## src/rtl/seg7_scan_mux_pkg.sv

```systemverilog
// seg7_scan_mux_pkg: shared constants plus onehot(idx) and lead_blank_mask(act, n) helpers for scanned displays
package seg7_scan_mux_pkg;
  localparam logic [3:0] BLANK_CODE = 4'hF;
  localparam int DEF_NUM_DIGITS = 4;
  localparam int DEF_TICK_DIV = 50000;
  localparam int MAX_DIGITS = 8;
  localparam int MAX_BITS = 4 * MAX_DIGITS;
  function automatic logic [MAX_DIGITS-1:0] onehot(input logic [2:0] idx);
    return MAX_DIGITS'(1) << idx;
  endfunction
  function automatic logic [MAX_DIGITS-1:0] lead_blank_mask(input logic [MAX_BITS-1:0] act, input int n);
    logic [MAX_DIGITS-1:0] m;
    logic z;
    m = '0;
    z = 1'b1;
    for (int i = MAX_DIGITS - 1; i > 0; i--) begin
      if (i < n) begin
        z = z & (act[4*i +: 4] == 4'h0);
        m[i] = z;
      end
    end
    return m;
  endfunction
endpackage

```

## src/rtl/seg7_scan_mux_if.sv

```systemverilog
// seg7_scan_mux_if: scanner bus; master drives en/load/digits_in, slave returns hex_out/digit_sel/frame_done
interface seg7_scan_mux_if import seg7_scan_mux_pkg::*; #(parameter int NUM_DIGITS = DEF_NUM_DIGITS);
  logic en;
  logic load;
  logic [4*NUM_DIGITS-1:0] digits_in;
  logic [3:0] hex_out;
  logic [NUM_DIGITS-1:0] digit_sel;
  logic frame_done;
  modport master(output en, load, digits_in, input hex_out, digit_sel, frame_done);
  modport slave(input en, load, digits_in, output hex_out, digit_sel, frame_done);
endinterface

```

## src/rtl/seg7_scan_mux_scan_tick_gen.sv

```systemverilog
// scan_tick_gen: prescaler counting 0..TICK_DIV-1 while en_i, tick_o high on the last count (ports clk, rst, en_i, tick_o)
module scan_tick_gen import seg7_scan_mux_pkg::*; #(
  parameter int TICK_DIV = DEF_TICK_DIV
) (
  input  logic clk,
  input  logic rst,
  input  logic en_i,
  output logic tick_o
);
  localparam int CW = TICK_DIV > 1 ? $clog2(TICK_DIV) : 1;
  logic [CW-1:0] cnt_q, cnt_d;
  assign tick_o = en_i && cnt_q == CW'(TICK_DIV - 1);
  always_comb cnt_d = tick_o ? '0 : en_i ? cnt_q + CW'(1) : cnt_q;
  always_ff @(posedge clk) begin
    if (rst) cnt_q <= '0;
    else cnt_q <= cnt_d;
  end
endmodule

```

## src/rtl/seg7_scan_mux.sv

```systemverilog
// seg7_scan_mux: tear-free multiplexed 7-seg digit scanner (ports clk, rst, bus: en/load/digits_in in, hex_out/digit_sel/frame_done out)
module seg7_scan_mux import seg7_scan_mux_pkg::*; #(
  parameter int NUM_DIGITS = DEF_NUM_DIGITS,
  parameter int TICK_DIV = DEF_TICK_DIV,
  parameter bit BLANK_LEADING = 1'b1
) (
  input logic clk,
  input logic rst,
  seg7_scan_mux_if.slave bus
);
  localparam int IW = $clog2(NUM_DIGITS);
  localparam int DW = 4 * NUM_DIGITS;
  logic tick, bnd;
  logic [IW-1:0] idx_q, idx_d;
  logic [DW-1:0] active_q, active_d, pending_q, pending_d;
  logic pv_q, pv_d;
  logic [MAX_DIGITS-1:0] blank_v;
  logic [3:0] hex_q, hex_d;
  logic [NUM_DIGITS-1:0] sel_q, sel_d;
  logic fd_q;
  scan_tick_gen #(.TICK_DIV(TICK_DIV)) u_tick (
    .clk(clk),
    .rst(rst),
    .en_i(bus.en),
    .tick_o(tick)
  );
  always_comb begin
    bnd = tick && idx_q == IW'(NUM_DIGITS - 1);
    idx_d = bnd ? '0 : tick ? idx_q + IW'(1) : idx_q;
    active_d = (bnd && pv_q) ? pending_q : active_q;
    pending_d = bus.load ? bus.digits_in : pending_q;
    pv_d = bus.load | (pv_q & ~bnd);
    blank_v = BLANK_LEADING ? lead_blank_mask(MAX_BITS'(active_d), NUM_DIGITS) : '0;
    sel_d = bus.en ? NUM_DIGITS'(onehot(3'(idx_d))) : '0;
    hex_d = (!bus.en || blank_v[idx_d]) ? BLANK_CODE : active_d[4*idx_d +: 4];
  end
  always_ff @(posedge clk) begin
    if (rst) begin
      idx_q <= '0;
      active_q <= '0;
      pending_q <= '0;
      pv_q <= 1'b0;
      hex_q <= BLANK_CODE;
      sel_q <= '0;
      fd_q <= 1'b0;
    end else begin
      idx_q <= idx_d;
      active_q <= active_d;
      pending_q <= pending_d;
      pv_q <= pv_d;
      hex_q <= hex_d;
      sel_q <= sel_d;
      fd_q <= bnd;
    end
  end
  assign bus.hex_out = hex_q;
  assign bus.digit_sel = sel_q;
  assign bus.frame_done = fd_q;
endmodule

```

## src/flat_wrapper.sv

```systemverilog
// flat-port wrapper written by rule: the top's interface ports become plain ports
module seg7_scan_mux_flat import seg7_scan_mux_pkg::*;
#(
  parameter int NUM_DIGITS = DEF_NUM_DIGITS,
  parameter int TICK_DIV = DEF_TICK_DIV,
  parameter bit BLANK_LEADING = 1'b1
)
  (clk, rst, bus_en, bus_load, bus_digits_in, bus_hex_out, bus_digit_sel, bus_frame_done);
  seg7_scan_mux_if #(.NUM_DIGITS(NUM_DIGITS)) bus_i ();
  input logic clk;
  input logic rst;
  input wire logic [$bits(bus_i.en)-1:0] bus_en;
  input wire logic [$bits(bus_i.load)-1:0] bus_load;
  input wire logic [$bits(bus_i.digits_in)-1:0] bus_digits_in;
  output wire logic [$bits(bus_i.hex_out)-1:0] bus_hex_out;
  output wire logic [$bits(bus_i.digit_sel)-1:0] bus_digit_sel;
  output wire logic [$bits(bus_i.frame_done)-1:0] bus_frame_done;
  assign bus_i.en = bus_en;
  assign bus_i.load = bus_load;
  assign bus_i.digits_in = bus_digits_in;
  assign bus_hex_out = bus_i.hex_out;
  assign bus_digit_sel = bus_i.digit_sel;
  assign bus_frame_done = bus_i.frame_done;
  seg7_scan_mux #(.NUM_DIGITS(NUM_DIGITS), .TICK_DIV(TICK_DIV), .BLANK_LEADING(BLANK_LEADING)) u_core (.clk(clk), .rst(rst), .bus(bus_i));
endmodule
```

## config.mk

```make
export PLATFORM = sky130hd
export DESIGN_NAME = seg7_scan_mux_flat
export DESIGN_NICKNAME = d
export VERILOG_FILES = /design/src/rtl/seg7_scan_mux_pkg.sv /design/src/rtl/seg7_scan_mux_if.sv /design/src/rtl/seg7_scan_mux_scan_tick_gen.sv /design/src/rtl/seg7_scan_mux.sv /design/src/flat_wrapper.sv
export SDC_FILE = /design/constraint.sdc
export NUM_CORES = 1
export LEC_CHECK = 0
export ABC_AREA = 1
export BUFFER_PORTS_ARGS = -buffer_cell sky130_fd_sc_hd__clkbuf_2
export CAP_MARGIN = 0
export CORE_AREA = 5 5 106 68
export CTS_CLUSTER_SIZE = 10
export DETAILED_ROUTE_END_ITERATION = 6
export DIE_AREA = 0 0 111 73
export PLACE_DENSITY = 0.65
export SLEW_MARGIN = 10
export SYNTH_ARGS = -nofsm -noshare
export SYNTH_HDL_FRONTEND = slang
export SYNTH_SLANG_ARGS = --single-unit
```

## constraint.sdc

```tcl
create_clock -name clk -period 1.8 [get_ports clk]
set_input_delay 0.36 -clock clk [delete_from_list [all_inputs] [get_ports clk]]
set_output_delay 0.36 -clock clk [all_outputs]
set_load 0.02 [all_outputs]
```

==> results of run 1 <==
## layout make-up
class | instances | area share (%)
multi-input combinational | 257 | 38.7
sequential | 60 | 33.5
timing repair buffer | 77 | 14.6
inverter | 43 | 4.47
clock buffer | 12 | 4.02
tap | 87 | 3.02
clock inverter | 2 | 1.66
## cell families after synthesis
| kind of cell | count (synthesis) | synth area share, % |
|---|---|---|
| AND/OR/NAND/NOR | 200 | 33.6 |
| flip-flops | 60 | 45.0 |
| buffers and inverters | 57 | 8.63 |
| AO/OA/AOI/OAI | 49 | 10.2 |
| XOR/XNOR | 5 | 1.64 |
| adder cells (fa/ha/maj) | 2 | 0.937 |
## critical path, cell delays in order, from the launching register on
cell and delay, ps:
dfxtp_2 360, ha_4 160, nand2_4 60, inv_2 60, nand2_2 60, nor2_4 190, nand2_4 100, buf_6 140
nand2_2 70, o21ai_4 80, nand2_2 90, inv_2 60, nand2_1 50, o21ai_1 70, a21oi_1 140, nand3_1 90
## worst paths after layout
| path | cells after the start | endpoint | from |
|---|---|---|---|
| worst max-delay path | 15 | u_core.bus.hex_out[2] | u_core.u_tick.cnt_q[1] |
| worst max register to register | 15 | u_core.bus.hex_out[2] | u_core.u_tick.cnt_q[1] |
| worst min-delay path | 3 | u_core.pending_q[10] | bus_digits_in[10] |
| worst min register to register | 2 | u_core.pending_q[13] | u_core.pending_q[13] |
## synthesized netlist by cell type
cell,n
nand2_1,93
dfxtp_1,60
nor2_1,54
inv_1,36
a21oi_1,27
nand3_1,14
nand4_1,13
o21ai_0,10
a211oi_1,7
clkbuf_1,7
inv_2,6
nor3_1,6
nand2_2,5
nor2_2,5
xor2_1,5
buf_1,4
a31oi_1,3
buf_6,2
ha_1,2
nand3_2,2
nand4_2,2
nor2_4,2
nor3_2,2
buf_2,1
clkinv_1,1
nor4_1,1
o21a_1,1
o21ai_2,1
or2_0,1
## flip-flops by register name, summed over array words and instances, names as in the netlist
signal	flops
u_core.u_tick.cnt_q	16
u_core.active_q	16
u_core.pv_q	1
u_core.bus.hex_out	4
u_core.bus.digit_sel	4
u_core.pending_q	16
u_core.bus.frame_done	1
u_core.idx_q	2
## through the flow
step / instances / total power [W] / hold WS [ps]
after floorplan: 373 / 0.00148 / 436
after global placement: 519 / 0.00155 / 453
after detailed placement: 519 / 0.00155 / 459
after CTS: 534 / 0.00285 / 241
after global routing: 538 / 0.00293 / 249
final: 538 / 0.00283 / 255
## what timing repair did
action                                  CTS  global route
cloned                                    0             1
endpoints found under the setup margin    8            14
setup buffers                             1             3
pin swaps                                 4            16
resized for setup                        21            32
## power breakdown
group	internal, W	leakage [nW]	switching (W)
Sequential	0.00136	0.492	0.0000182
Clock	0.000803	0.103	0.000487
Combinational	0.0000631	0.989	0.0000940
## routing by layer
layer | vias to the layer above | part of all wire [%]
met5 | - | 0
met4 | 0 | 1.6
met3 | 15 | 6.7
met2 | 78 | 43
met1 | 1183 | 49
li1 | 1349 | -
==> flow_summary.ini, run 1 <==
[outcome]
status = finished, violations left
violations = negative setup slack

[placement]
place_area_um2 = 3190
place_ws_ps = -162
hpwl_mm = 4.93
port_buffers = 28
gp_congestion = 0.838

[cells_and_area]
final_cell_mix = nand2_1 (83), dfxtp_1 (54), nor2_1 (49), buf_4 (46), inv_1 (34)
final_cell_area_um2 = 3610
antenna_cells = 0
nets = 470
multi_input_area_um2 = 1400
fin_util_pct = 57.2
fillerInstances = 591
register_area_um2 = 1210
area_growth_pct = 35.2
drive_gt1_share_pct = 33.0
final_common_cell = nand2_1

[clocking]
clk-insertion-delay-late_ps = 340
root_buffer = clkbuf_8
cts_buffers = 9
h-tree-depth = 3
path_clk_slew_ps = 60
postCtsHoldBufs = 0
cts_tree = built
cts.sinks = 60
clk_path_buf_depth = 2

[sta]
slew_headroom_pct = 64.6
final.min_clock_period_ps = 1900
fin_worst_skew_ps = 7.42
layout_setup_ws_ps = -96.5
tightest_slew_ps = 530
slew_violations = 0
hold_viol_final = 0
setup_violations = 10
max_freq_mhz = 527
finalCritPeriodShare_pct = 105
rsz0062_at_grt = yes
tns_ps = -557

[global_routing]
antenna_found_initial = 0
grt_pass1_wl_mm = 11.1
first_global_vias = 2417
track_usage_pct = 17.4
grt-busiest-layer = met2
grt_start_max_net_pins = 37
gr-total-overflow = 0
grt_use_met3_pct = 5.30
use_met1_pct = 23.2
met2_usage_pct = 26.4

[synthesis]
netlist_area_um2 = 2670
yosysUniqueCellTypes = 29
ys_top_cells_by_area = dfxtp_1 (45%), nand2_1 (13%), nor2_1 (7.6%)
yosysTopAreaCell = dfxtp_1
synth_nets = 395
netlist_instances = 373
syn_avg_cell_area_um2 = 7.15
synth-seq-cells = 60
yosysWarnings = 0
ys_seq_area_share_pct = 45.0
synth_top_cell_area_share_pct = 45.0

[setup_path]
required_ps = 2000
reg2reg_setup_slack_ps = -100
worst-setup-path-type = flip-flop to flip-flop
crit_arrival_ps = 2090
cp_max_fo = 4
start_kind = flip-flop
worstSetupEndpointType = flip-flop

[drt]
drt-total-wl_mm = 7.02
drt_iter0_drc = 200
viasPerCell = 4.88
firstDrtPassIters = 5
vias = 2625
drc = 0
drtAntennaViolNets = 0
wire_per_inst_um = 13.0

[job]
cap_violations = 0

[power_and_ir_drop]
powerDensity_nw_per_um2 = 784
ir_drop_v = 0.000343
p_leak_nw = 1.58

[floorplan]
die_h_um = 73
dieArea_um2 = 8100
num_io_pins = 29
core_um2 = 6300
row_count = 23
die_x_um = 111
start_util_pct = 42.3

[min_path]
hold_path_class = primary input to flip-flop
No activity file was read; power rests on OpenSTA's default activity.
==> run 2: changes to the inputs <==
SETUP_SLACK_MARGIN = 0.3   (was unset)
==> run 2 against run 1 <==
Compared with the run above:
- the flow still finishes with violations (negative setup slack)
- fmax rose by 3.2%
- non-clock buffer count rose by 1
- final area rose by 6.8%
- global-route usage fell by 0.18 points
- combinational power rose by 9.6%
- first-iteration DRC count fell by 25%
- hold slack improved by 6.6 ps
- sequential power barely moved
- clock power rose by 4%
- total power rose by 2.2%
- clock-buffer cell count fell by 2
==> flow_summary.ini, run 2 (synthesis gave the netlist of run 1 again) <==
[outcome]
status = finished, violations left
violations = negative setup slack

[clocking]
cts_buffers = 9
cts.sinks = 60
path_clk_slew_ps = 70
clk-insertion-delay-late_ps = 330
h-tree-depth = 3
root_buffer = clkbuf_8
cts_tree = built
clk_path_buf_depth = 2
postCtsHoldBufs = 0

[global_routing]
track_usage_pct = 17.3
grt_start_max_net_pins = 37
grt_pass1_wl_mm = 11.1
gr-total-overflow = 0
first_global_vias = 2449
antenna_found_initial = 0

[min_path]
hold_path_class = primary input to flip-flop

[sta]
setup_violations = 4
layout_setup_ws_ps = -37.7
hold_viol_final = 0
tightest_slew_ps = 608
final.min_clock_period_ps = 1840
finalCritPeriodShare_pct = 102
rsz0062_at_grt = yes
fin_worst_skew_ps = 8.12
slew_headroom_pct = 59.3
max_freq_mhz = 544
slew_violations = 0

[setup_path]
startpoint = u_core.u_tick.cnt_q[0]
required_ps = 2070
rr_startpoint = u_core.u_tick.cnt_q[0]
worstSetupEndpointType = flip-flop
crit_arrival_ps = 2110
reg2reg_depth = 14
cp-endpoint = u_core.bus.hex_out[1]
r2r-end = u_core.bus.hex_out[1]
reg2reg_setup_slack_ps = -40
worst-setup-path-type = flip-flop to flip-flop
cp_max_fo = 6
start_kind = flip-flop

[cells_and_area]
final_common_cell = nand2_1
fillerInstances = 558
drive_gt1_share_pct = 42.6
area_growth_pct = 44.3
final_cell_mix = nand2_1 (69), dfxtp_1 (49), nor2_1 (40), buf_4 (36)
antenna_cells = 0
final_cell_area_um2 = 3850
reg.largest.list = u_core.active_q: 16 flops, u_core.pending_q: 16 flops, u_core.u_tick.cnt_q: 16 flops
nets = 470
fin_cells = 540

[placement]
port_buffers = 28
gp_congestion = 0.824
place_area_um2 = 3150
hpwl_mm = 4.67
dp.cells = 509

[drt]
vias = 2569
drt-total-wl_mm = 6.95
drc = 0
drt_iter0_drc = 151
drtAntennaViolNets = 0
viasPerCell = 4.76
firstDrtPassIters = 4
wire_per_inst_um = 12.9

[floorplan]
num_io_pins = 29
dieArea_um2 = 8100
core_um2 = 6300
die_h_um = 73
start_util_pct = 42.3
die_x_um = 111
row_count = 23

[power_and_ir_drop]
p_leak_nw = 1.70
ir_drop_v = 0.000433
powerDensity_nw_per_um2 = 750
finalPower_w = 0.00289

[job]
cap_violations = 0
==> run 2: power by group <==
part	internal, W	switching [W]	leakage (nW)
registers	0.00136	0.0000166	0.494
logic	0.0000718	0.0000997	1.10
clock network	0.000814	0.000526	0.105
==> run 2: worst min-delay path by stage <==
stage | from | to | slack, ps | cells past startpoint
after floorplan | u_core.pending_q[0] | u_core.pending_q[0] | 440 | 2
after global placement | u_core.pending_q[6] | u_core.pending_q[6] | 460 | 2
after detailed placement | u_core.pending_q[12] | u_core.pending_q[12] | 460 | 2
after CTS | bus_digits_in[14] | u_core.pending_q[14] | 240 | 3
after global routing | bus_digits_in[12] | u_core.pending_q[12] | 260 | 3
final | bus_digits_in[14] | u_core.pending_q[14] | 260 | 3
==> run 2: layer usage <==
layer	part of all wire, %	global-route usage (%)
met4	1.4	5.60
met2	43	26.3
met5	0	0
met3	4.1	5.22
met1	51	23.5
==> run 2: stage by stage <==
step | TNS (ps) | setup WS (ps) | hold WS [ps] | utilization [%]
floorplan | 0 | 196 | 436 | -
global placement | 0 | 10.9 | 456 | 49.9
detailed placement | -128 | -44.3 | 460 | 49.9
CTS | 0 | 4.22 | 241 | 56.9
global route | -570 | -149 | 256 | 61.1
finish | -123 | -37.7 | 262 | 61.1
==> run 2: area by class of cell <==
type,instances,area (um^2),share of cell area [%]
Clock inverter,6,87.6,2.27
Sequential cell,60,1210,31.5
Timing Repair Buffer,78,586,15.2
Multi-Input combinational cell,256,1560,40.4
Tap cell,87,109,2.83
Clock buffer,10,138,3.57
Inverter,43,161,4.19
==> run 2: worst max-delay path, cell delays in order, from the launching register on <==
cell and delay, ps:
dfxtp_2 350, ha_4 160, nand2_4 50, inv_2 50, nand2_2 50, nor2_4 150, nand4_4 120, buf_6 170
nand2_2 60, nand2_2 60, nor2_2 120, nand2_1 80, nor2_2 150, nand3_4 120, nand3_2 80
==> run 2: repair_timing <==
action	4_1_cts	5_1_grt
cloned	1	0
endpoints found under the hold margin	0	0
buffers inserted	9	5
pin swaps	19	20
setup endpoints to repair	33	41
gates resized for setup	38	72
